===== config.mk =====
export PLATFORM = sky130hd
export DESIGN_NAME = pipe_render_engine
export DESIGN_NICKNAME = d
export VERILOG_FILES = /design/src/rtl/pipe_render_engine.sv
export SDC_FILE = /design/constraint.sdc
export NUM_CORES = 1
export LEC_CHECK = 0
export ABC_AREA = 1
export CORE_MARGIN = 10
export CORE_UTILIZATION = 40
export CTS_BUF_LIST = sky130_fd_sc_hd__clkbuf_4
export DETAILED_ROUTE_END_ITERATION = 16
export GPL_ROUTABILITY_DRIVEN = 0
export PLACE_DENSITY = 0.66
export SLEW_MARGIN = 20
export SYNTH_ARGS = -nofsm -noshare
export SYNTH_HDL_FRONTEND = slang
export SYNTH_SLANG_ARGS = --single-unit

===== constraint.sdc =====
create_clock -name clk -period 5.4 [get_ports clk]
set_clock_uncertainty 0.15 [all_clocks]
set_input_delay 1.08 -clock clk [delete_from_list [all_inputs] [get_ports clk]]
set_output_delay 1.08 -clock clk [all_outputs]
set_load 0.01 [all_outputs]

===== src/rtl/pipe_render_engine.sv =====
// pipe_render_engine: draws NUM_PIPES top/bottom pipe pairs from a shared
// cap/shaft sprite ROM. Pipe geometry is shadow-latched on frame_start, so
// game-logic updates never tear a frame. Counters reach pipe_pixel/pipe_flag
// through three register stages.
// Optional feature macro: PIPE_COLLISION_EN (sticky bird-vs-pipe collision).
module pipe_render_engine #(
    parameter int NUM_PIPES = 3,
    parameter int CW        = 11,
    parameter int PIPE_W    = 50,
    parameter int V_ACTIVE  = 480,
    parameter int PIX_W     = 8,
    localparam int IW       = (NUM_PIPES > 1) ? $clog2(NUM_PIPES) : 1
) (
    input  logic                    clk,
    input  logic                    rst,
    input  logic [CW-1:0]           hcounter,
    input  logic [CW-1:0]           vcounter,
    input  logic                    frame_start,
    input  logic [NUM_PIPES-1:0]    pipe_enable,
    input  logic [NUM_PIPES*CW-1:0] pipe_position,
    input  logic [NUM_PIPES*CW-1:0] pipe_center,
    input  logic [NUM_PIPES*CW-1:0] pipe_gap,
    output logic [7:0]              rom_addr,
    input  logic [3:0]              rom_data,
    output logic [PIX_W-1:0]        pipe_pixel,
    output logic                    pipe_flag,
    output logic [IW-1:0]           pipe_idx,
    input  logic                    bird_flag,
    output logic                    collision,
    input  logic                    collision_clr
);

    // Geometry is signed; two bits of headroom over the counters keep
    // x0 + PIPE_W and gt + gap free of any wrap for full-range inputs.
    localparam int SW   = CW + 2;
    localparam int COLW = (PIPE_W > 1) ? $clog2(PIPE_W) : 1;

    localparam logic signed [SW-1:0] HALF_W_S = SW'(PIPE_W / 2);
    localparam logic signed [SW-1:0] FULL_W_S = SW'(PIPE_W);
    localparam logic signed [SW-1:0] VA_S     = SW'(V_ACTIVE);
    localparam logic signed [SW-1:0] ONE_S    = SW'(1);
    localparam logic signed [SW-1:0] D22_S    = SW'(22);
    localparam logic signed [SW-1:0] D23_S    = SW'(23);
    localparam logic signed [SW-1:0] D24_S    = SW'(24);
    localparam logic signed [SW-1:0] D25_S    = SW'(25);

    localparam logic [7:0] MISS_ADDR = 8'd101;
    localparam logic [7:0] IDLE_PIX  = 8'h49;

    // Sprite palette index to RRRGGGBB colour; 0, E and F show background.
    function automatic logic [7:0] palette(input logic [3:0] code);
        logic [7:0] pix;
        case (code)
            4'h1:    pix = 8'h69;
            4'h2:    pix = 8'h10;
            4'h3:    pix = 8'h78;
            4'h4:    pix = 8'h74;
            4'h5:    pix = 8'h54;
            4'h6:    pix = 8'h30;
            4'h7:    pix = 8'hDC;
            4'h8:    pix = 8'hBC;
            4'h9:    pix = 8'hB8;
            4'hA:    pix = 8'h98;
            4'hB:    pix = 8'h50;
            4'hC:    pix = 8'h94;
            4'hD:    pix = 8'h2C;
            default: pix = IDLE_PIX;
        endcase
        return pix;
    endfunction

    logic signed [SW-1:0] h_s;
    logic signed [SW-1:0] v_s;

    assign h_s = SW'(hcounter);
    assign v_s = SW'(vcounter);

    logic [NUM_PIPES-1:0] pipe_hit;
    logic [2:0]           pipe_cls [NUM_PIPES];
    logic [COLW-1:0]      pipe_col [NUM_PIPES];

    for (genvar gi = 0; gi < NUM_PIPES; gi++) begin : g_pipe
        logic [CW-1:0]        pos_reg;
        logic [CW-1:0]        center_reg;
        logic [CW-1:0]        gap_reg;
        logic                 en_reg;
        logic signed [SW-1:0] pos_s;
        logic signed [SW-1:0] center_s;
        logic signed [SW-1:0] gap_s;
        logic signed [SW-1:0] x0;
        logic signed [SW-1:0] gt;
        logic signed [SW-1:0] gb;
        logic signed [SW-1:0] d_bot;
        logic signed [SW-1:0] d_top;
        logic                 in_col;
        logic                 in_bot;
        logic                 in_top;
        logic [2:0]           cls;

        // Shadow copy of this pipe's geometry, reloaded only at frame_start.
        always_ff @(posedge clk) begin
            if (rst) begin
                pos_reg    <= '0;
                center_reg <= '0;
                gap_reg    <= '0;
                en_reg     <= 1'b0;
            end else if (frame_start) begin
                pos_reg    <= pipe_position[gi*CW +: CW];
                center_reg <= pipe_center[gi*CW +: CW];
                gap_reg    <= pipe_gap[gi*CW +: CW];
                en_reg     <= pipe_enable[gi];
            end
        end

        assign pos_s    = SW'(pos_reg);
        assign center_s = SW'(center_reg);
        assign gap_s    = SW'(gap_reg);

        // Left edge may go negative so pipes clip cleanly at column 0.
        assign x0 = pos_s - HALF_W_S;
        assign gt = center_s - (gap_s >>> 1);
        assign gb = gt + gap_s;

        assign in_col = (h_s >= x0) && (h_s < x0 + FULL_W_S);
        // A gap taller than the screen suppresses the bottom pipe entirely.
        assign in_bot = (v_s >= gb) && (v_s < VA_S) && (gap_s < VA_S);
        assign in_top = (v_s <= gt) && (v_s >= ONE_S);

        assign d_bot = v_s - gb;
        assign d_top = gt - v_s;

        // Sprite row class from the distance into the pipe, measured from the gap.
        always_comb begin
            cls = 3'd4;
            if (in_bot) begin
                if ((d_bot <= ONE_S) || (d_bot == D23_S)) begin
                    cls = 3'd0;
                end else if (d_bot <= D22_S) begin
                    cls = 3'd1;
                end else if (d_bot == D24_S) begin
                    cls = 3'd2;
                end else if (d_bot == D25_S) begin
                    cls = 3'd3;
                end else begin
                    cls = 3'd4;
                end
            end else begin
                if ((d_top <= ONE_S) || (d_top == D23_S)) begin
                    cls = 3'd0;
                end else if (d_top <= D22_S) begin
                    cls = 3'd1;
                end else begin
                    cls = 3'd4;
                end
            end
        end

        assign pipe_hit[gi] = en_reg && in_col && (in_bot || in_top);
        assign pipe_cls[gi] = cls;
        assign pipe_col[gi] = COLW'(h_s - x0);
    end

    logic            s1_hit_next;
    logic [2:0]      s1_cls_next;
    logic [COLW-1:0] s1_col_next;
    logic [IW-1:0]   s1_idx_next;

    // Priority pick: scanning downward lets the lowest-index hit overwrite.
    always_comb begin
        s1_hit_next = 1'b0;
        s1_cls_next = '0;
        s1_col_next = '0;
        s1_idx_next = '0;
        for (int i = NUM_PIPES - 1; i >= 0; i--) begin
            if (pipe_hit[i]) begin
                s1_hit_next = 1'b1;
                s1_cls_next = pipe_cls[i];
                s1_col_next = pipe_col[i];
                s1_idx_next = IW'(i);
            end
        end
    end

    logic            s1_hit_reg;
    logic [2:0]      s1_cls_reg;
    logic [COLW-1:0] s1_col_reg;
    logic [IW-1:0]   s1_idx_reg;

    // Stage 1: register the winning pipe's hit, row class, column and index.
    always_ff @(posedge clk) begin
        if (rst) begin
            s1_hit_reg <= 1'b0;
            s1_cls_reg <= '0;
            s1_col_reg <= '0;
            s1_idx_reg <= '0;
        end else begin
            s1_hit_reg <= s1_hit_next;
            s1_cls_reg <= s1_cls_next;
            s1_col_reg <= s1_col_next;
            s1_idx_reg <= s1_idx_next;
        end
    end

    logic [7:0]    s2_addr_next;
    logic [7:0]    rom_addr_reg;
    logic          s2_hit_reg;
    logic [IW-1:0] s2_idx_reg;

    // ROM row layout is class-major, PIPE_W entries per class row.
    always_comb begin
        s2_addr_next = MISS_ADDR;
        if (s1_hit_reg) begin
            s2_addr_next = 8'(s1_cls_reg) * 8'(PIPE_W) + 8'(s1_col_reg);
        end
    end

    // Stage 2: registered ROM address plus hit/index carried alongside it.
    always_ff @(posedge clk) begin
        if (rst) begin
            rom_addr_reg <= MISS_ADDR;
            s2_hit_reg   <= 1'b0;
            s2_idx_reg   <= '0;
        end else begin
            rom_addr_reg <= s2_addr_next;
            s2_hit_reg   <= s1_hit_reg;
            s2_idx_reg   <= s1_idx_reg;
        end
    end

    assign rom_addr = rom_addr_reg;

    logic [PIX_W-1:0] pixel_reg;
    logic             flag_reg;
    logic [IW-1:0]    idx_reg;

    // Stage 3: palette lookup; palette index 0 is transparent.
    always_ff @(posedge clk) begin
        if (rst) begin
            pixel_reg <= PIX_W'(IDLE_PIX);
            flag_reg  <= 1'b0;
            idx_reg   <= '0;
        end else begin
            pixel_reg <= PIX_W'(palette(rom_data));
            flag_reg  <= s2_hit_reg && (rom_data != 4'd0);
            idx_reg   <= s2_idx_reg;
        end
    end

    assign pipe_pixel = pixel_reg;
    assign pipe_flag  = flag_reg;
    assign pipe_idx   = idx_reg;

`ifdef PIPE_COLLISION_EN
    logic bird_d1_reg;
    logic bird_d2_reg;
    logic bird_d3_reg;
    logic collision_reg;

    // Delay bird_flag by the pipeline depth so it lines up with pipe_flag.
    always_ff @(posedge clk) begin
        if (rst) begin
            bird_d1_reg <= 1'b0;
            bird_d2_reg <= 1'b0;
            bird_d3_reg <= 1'b0;
        end else begin
            bird_d1_reg <= bird_flag;
            bird_d2_reg <= bird_d1_reg;
            bird_d3_reg <= bird_d2_reg;
        end
    end

    // Sticky collision; a new overlap beats a simultaneous clear.
    always_ff @(posedge clk) begin
        if (rst) begin
            collision_reg <= 1'b0;
        end else if (flag_reg && bird_d3_reg) begin
            collision_reg <= 1'b1;
        end else if (collision_clr) begin
            collision_reg <= 1'b0;
        end
    end

    assign collision = collision_reg;
`else
    logic collision_unused;

    assign collision_unused = bird_flag ^ collision_clr;
    assign collision        = 1'b0;
`endif

endmodule


==> impl_metrics.csv, run 1 <==
group,metric,value,unit
outcome,status,"completed",
clock_tree,clockBufferDepth,2,
critical_path,crit_buf_inv,5,
cells_and_area,drive_above_1_share,0.0611,
timing,max_freq,0.200,GHz
critical_path,critPathTopFamily,"simple AND/OR/NAND/NOR gates",
logic_synthesis,synth.distinct_cells,56,
flow_run,maxCapViolCount,0,
placement,dp_cells,3205,
grt,antenna_found_initial,1,
placement,dp_slack,0.0444,ns
min_path,min-delay-path-class,"flip-flop to flip-flop",
timing,fin_setup_tns,0,ns
cells_and_area,areaGrowthSynthToFinish,16.2,%
critical_path,cpMaxStageDelayCell,"dfxtp_2",
die,die_area,48300,sq um
timing,slew_headroom,0.502,
drt,antenna_left,0,
clock_tree,cts_sinks,135,
grt,use_met3,0.0355,
clock_tree,cts_max_level,4,
logic_synthesis,yosysWarnings,0,
power,p_leak,9.34,nW
timing,final_max_slew_viol_count,0,
clock_tree,clk_pin_slew,0.14,ns
grt,first_global_vias,15600,
clock_tree,numCtsBuffers,17,
drt,first_pass_iters,5,
power,power.density,351,nW/um^2
critical_path,path_common_cell,"nand2_1",
clock_tree,cts_tree,"built",
timing,fin_crit_sh,0.927,
logic_synthesis,yosys_register_bits,135,
critical_path,worstSetupStartpointType,"flip-flop",
die,die_y,220,um
timing,hold_violations,0,
critical_path,cp_max_fo,8,
cells_and_area,stdcell_count,3241,
drt,viasPerCell,5.13,
drt,drcViolationCount,0,
timing,fin_ws,0.392,ns
logic_synthesis,syn_inst,2551,
critical_path,critPathKind,"flip-flop to flip-flop",
timing,worstMarginPinSlew,0.738,ns
die,core_area,39600,sq um
timing,hold_slack,0.267,ns
grt,grt_first_pass_wirelength,77.8,mm
cells_and_area,fin_area,18600,sq um
die,die_x,220,um
critical_path,cp-end-kind,"flip-flop",
clock_tree,root_buffer,"clkbuf_4",
drt,drtIter0Drc,1268,
die,io_pins,153,
grt,grt.busiest_layer,"met2",
cells_and_area,nNetsFinal,3059,
logic_synthesis,synth_area,16000,sq um
drt,num_vias,16600,
grt,met2_usage,0.329,
power,p_total,6.52,mW
placement,io_buffers,148,
drt,wire_per_inst,15.2,um
timing,finalSetupViolCount,0,
clock_tree,clkLatencyLatePin,0.62,ns
grt,grtUsageTotal,0.198,
grt,overflow,0,
clock_tree,ctsHoldBuffers,0,
timing,finalCriticalPeriod,5.01,ns
critical_path,crit_path_max_incr_delay,0.39,ns
cells_and_area,utilization,0.468,
drt,wirelength,49.2,mm
critical_path,r2r_setup_slack,0.39,ns
die,start_util,0.403,
critical_path,cp.arrival,5.42,ns
power,irDropWorstVdd,0.167,mV
placement,hpwl,41.1,mm
grt,grtUsageMet1,0.260,
grt,grt_max_degree,97,
logic_synthesis,syn_area_per_cell,6.26,sq um
logic_synthesis,seq_area_frac_synth,0.169,
die,placementRows,73,
placement,placed_area,18100,sq um
critical_path,cp.required,5.81,ns
[synth_stat cells, drive strengths merged]
master / n / area (sq um)
dfxtp: 135 / 2700
a211oi: 4 / 30.0
ha: 208 / 2600
nor4: 6 / 37.5
nand3b: 13 / 101
o221ai: 2 / 17.5
xnor2: 46 / 418
fa: 16 / 320
o211ai: 7 / 67.6
o21bai: 14 / 105
nand2: 628 / 2420
a21oi: 195 / 991
o311a: 1 / 10.0
a41oi: 2 / 17.5
o21a: 2 / 15.0
nor2: 303 / 1190
nand3: 189 / 1030
o41ai: 1 / 8.76
or3b: 1 / 8.76
or2: 13 / 81.3
xor2: 81 / 754
inv: 385 / 1450
a21o: 3 / 22.5
a31o: 1 / 8.76
a22oi: 1 / 7.51
nand4: 54 / 338
and3: 1 / 6.26
clkinv: 2 / 8.75
a21boi: 3 / 22.5
buf: 6 / 35.0
and2: 4 / 27.5
nor3: 22 / 120
o21ai: 159 / 811
clkbuf: 32 / 120
conb: 1 / 3.75
a31oi: 10 / 62.6
[report_power, final]
part / switching [mW] / leakage, nW / internal [mW]
sequential: 0.0517 / 1.12 / 1.06
combinational: 3.02 / 8.10 / 1.74
clock: 0.447 / 0.120 / 0.197
[worst paths after layout]
check / from / cells past startpoint / end
worst max-delay path: g_pipe[0].gap_reg[3]$_SDFFE_PP0P_ / 35 / s1_cls_reg[2]$_SDFF_PP0_
worst min register to register: s2_idx_reg[1]$_SDFF_PP0_ / 2 / pipe_idx[1]$_SDFF_PP0_
worst max register to register: g_pipe[0].gap_reg[3]$_SDFFE_PP0P_ / 35 / s1_cls_reg[2]$_SDFF_PP0_
worst min-delay path: s2_idx_reg[1]$_SDFF_PP0_ / 2 / pipe_idx[1]$_SDFF_PP0_
[cell families after synthesis]
group	after synthesis	synth area share
fa+ha+maj	224	0.183
buf+inv	425	0.101
compound gates	405	0.138
simple gates	1234	0.336
flops	135	0.169
xor+xnor	127	0.0734
other cells	1	0.000235
[final cells by class]
cell class	instances	area, sq um
Inverter	387	1460
Tap cell	525	657
Antenna cell	1	2.50
Timing Repair Buffer	169	1660
Clock buffer	18	135
Fill cell	4163	21100
Clock inverter	14	115
Multi-Input combinational cell	1992	11800
Sequential cell	135	2710
[layout by cell type, fill, tap and decap left out, types with 19 or more instances in the layout]
cell type        netlist  routed
nand2_1              609     606
buf_4                  3      19
ha_1                 208     200
nand3_1              176     175
xor2_1                75      73
a21oi_1              191     187
dfxtp_1              135     133
nor2_1               293     291
inv_1                380     377
clkdlybuf4s50_1        0     148
o21ai_0              155     149
nor3_1                20      20
nand4_1               54      54
xnor2_1               44      43
[worst register-to-register path, delay by kind of cell, from the launching register on]
kind,cells,cell delay (ns)
flip-flops,1,0.39
XOR/XNOR,2,0.55
buffers and inverters,5,0.32
AO/OA/AOI/OAI,5,0.80
AND/OR/NAND/NOR,20,1.79
adder cells (fa/ha/maj),3,0.99
[per-layer routing]
metal  wire, um  share of wire
met2      22500           0.46
met4        836          0.017
met3       3140          0.064
met5          0              0
met1      22700           0.46
[timing repair]
action / in CTS / in global routing
resized for setup: 1 / 36
pin swaps: 0 / 11
buffers inserted: 0 / 3
endpoints found under the setup margin: 5 / 12
(Power assumes the default switching activity.)
==> run 2, diff against run 1 <==
CTS_CLUSTER_DIAMETER = 150   (was unset)
CTS_CLUSTER_SIZE = 8   (was unset)
HOLD_SLACK_MARGIN = 0.06   (was unset)
==> results of run 2 <==
No change in the layout: final DEF, timing and power equal those of run 1.
==> run 3, diff against run 2 <==
CTS_BUF_LIST = unset   (was sky130_fd_sc_hd__clkbuf_4)
==> impl_metrics.csv, run 3 (same netlist as run 1, synthesis figures left out) <==
group,metric,value,unit
timing,finalSetupViolCount,0,
outcome,status,"completed",
timing,fin_crit_sh,0.934,
timing,hold_slack,0.258,ns
die,start_util,0.403,
critical_path,worstSetupStartpointType,"flip-flop",
cells_and_area,nNetsFinal,3059,
placement,hpwl,41.1,mm
die,io_pins,153,
grt,antenna_found_initial,0,
grt,first_global_vias,15600,
critical_path,path_common_cell,"nand2_1",
cells_and_area,layout_common_cells,"nand2_1 (605), inv_1 (377), nor2_1 (290), ha_1 (201), a21oi_1 (187)",
cells_and_area,n_antenna_cell,0,
critical_path,cp-end-kind,"flip-flop",
critical_path,cp.required,5.63,ns
timing,hold_violations,0,
drt,wire_per_inst,15.2,um
timing,finalCriticalPeriod,5.05,ns
die,core_area,39600,sq um
power,p_leak,9.47,nW
clock_tree,clkLatencyLatePin,0.44,ns
flow_run,maxCapViolCount,0,
power,p_sw,3.58,mW
timing,max_freq,0.198,GHz
power,internal_power,3.41,mW
power,irDropWorstVdd,0.245,mV
die,die_x,220,um
die,placementRows,73,
drt,viasPerCell,5.13,
cells_and_area,drive_above_1_share,0.0608,
drt,drcViolationCount,0,
die,die_area,48300,sq um
clock_tree,clockBufferDepth,2,
timing,worstMarginPinSlew,0.718,ns
clock_tree,cts_max_level,4,
timing,fin_setup_tns,0,ns
critical_path,cp.arrival,5.27,ns
power,power.density,371,nW/um^2
cells_and_area,utilization,0.475,
clock_tree,clk_pin_slew,0.07,ns
timing,slew_headroom,0.515,
drt,first_pass_iters,6,
power,clkPwrFrac,0.159,
drt,num_vias,16600,
power,switching_share,0.512,
critical_path,crit_path_max_incr_delay,0.36,ns
grt,grt_first_pass_wirelength,78.2,mm
die,die_y,220,um
cells_and_area,n_fill_cell,4119,
min_path,min-delay-path-class,"flip-flop to flip-flop",
grt,grt_max_degree,97,
placement,placed_area,18100,sq um
grt,grtUsageTotal,0.199,
cells_and_area,fin_area,18800,sq um
power,comb_power_share,0.682,
critical_path,critPathKind,"flip-flop to flip-flop",
drt,wirelength,49.3,mm
critical_path,cpMaxStageDelayCell,"dfxtp_1",
clock_tree,cts_sinks,135,
power,p_total,7.00,mW
power,pwr-share-seq,0.159,
critical_path,cp_max_fo,8,
grt,overflow,0,
placement,io_buffers,148,
clock_tree,numCtsBuffers,17,
drt,drtIter0Drc,1222,
clock_tree,root_buffer,"clkbuf_16",
cells_and_area,areaGrowthSynthToFinish,18.1,%
clock_tree,cts_tree,"built",
drt,antenna_left,0,
timing,final_max_slew_viol_count,0,
cells_and_area,layout_commonest_cell,"nand2_1",
[run 3: changes by cell type in the layout (fill, tap and decap cells not counted), moves of 2 or more]
cell	delta
dfxtp_1	+2
clkbuf_4	-18
dfxtp_2	-2
clkbuf_16	+17
[run 3: layout make-up]
cell class / instances / area (sq um) / share of cell area
Inverter: 387 / 1460 / 0.0773
Sequential cell: 135 / 2700 / 0.143
Timing Repair Buffer: 169 / 1660 / 0.0883
Clock buffer: 19 / 443 / 0.0235
Tap cell: 525 / 657 / 0.0349
Clock inverter: 13 / 111 / 0.00591
Multi-Input combinational cell: 1992 / 11800 / 0.627
[run 3: power by group through the flow]
stage | registers, mW | clock network [mW] | logic, mW
floorplan | 1.12 | 0 | 3.54
global placement | 1.13 | 0 | 4.47
detailed placement | 1.13 | 0 | 4.58
CTS | 1.11 | 1.13 | 4.61
global route | 1.12 | 1.18 | 5.41
finish | 1.11 | 1.11 | 4.77
[run 3: final timing paths]
| kind | from | end | slack, ns | depth (start not counted) |
|---|---|---|---|---|
| min reg2reg | s2_idx_reg[1]$_SDFF_PP0_ | pipe_idx[1]$_SDFF_PP0_ | 0.26 | 2 |
| min | s2_idx_reg[1]$_SDFF_PP0_ | pipe_idx[1]$_SDFF_PP0_ | 0.26 | 2 |
| max reg2reg | g_pipe[0].gap_reg[1]$_SDFFE_PP0P_ | s1_cls_reg[0]$_SDFF_PP0_ | 0.35 | 32 |
| max | g_pipe[0].gap_reg[1]$_SDFFE_PP0P_ | s1_cls_reg[0]$_SDFF_PP0_ | 0.35 | 32 |
[run 3: layer usage]
layer | global-route usage | up-vias | routed length (um)
met2 | 0.331 | 451 | 22700
met1 | 0.261 | 7533 | 22600
met3 | 0.0355 | 55 | 3150
met4 | 0.0495 | 0 | 887
li1 | - | 8591 | -
met5 | 0 | - | 0
[run 3: timing repair]
item                       CTS  global route
pin swaps                    0            11
gates resized for setup      1            36
buffers inserted             0             3
cloned                       0             0
hold buffers                 0             0
setup endpoints to repair    2            12
[run 3: stage by stage]
stage,std cells,setup WS [ns]
2_1_floorplan,2552,0.881
3_3_place_gp,3205,0.109
3_5_place_dp,3205,0.0444
4_1_cts,3237,0.106
5_1_grt,3240,-0.00484
6_report,3240,0.354
[run 3: critical path: cells and delay by family (launching register included)]
family                     cells  cell delay, ns
and+or+nand+nor               16            1.52
adders and majority gates      4            1.14
AOI/OAI and AO/OA              7            1.12
xor gates and xnor gates       2            0.39
DFF                            1            0.36
buffers and inverters          3            0.28
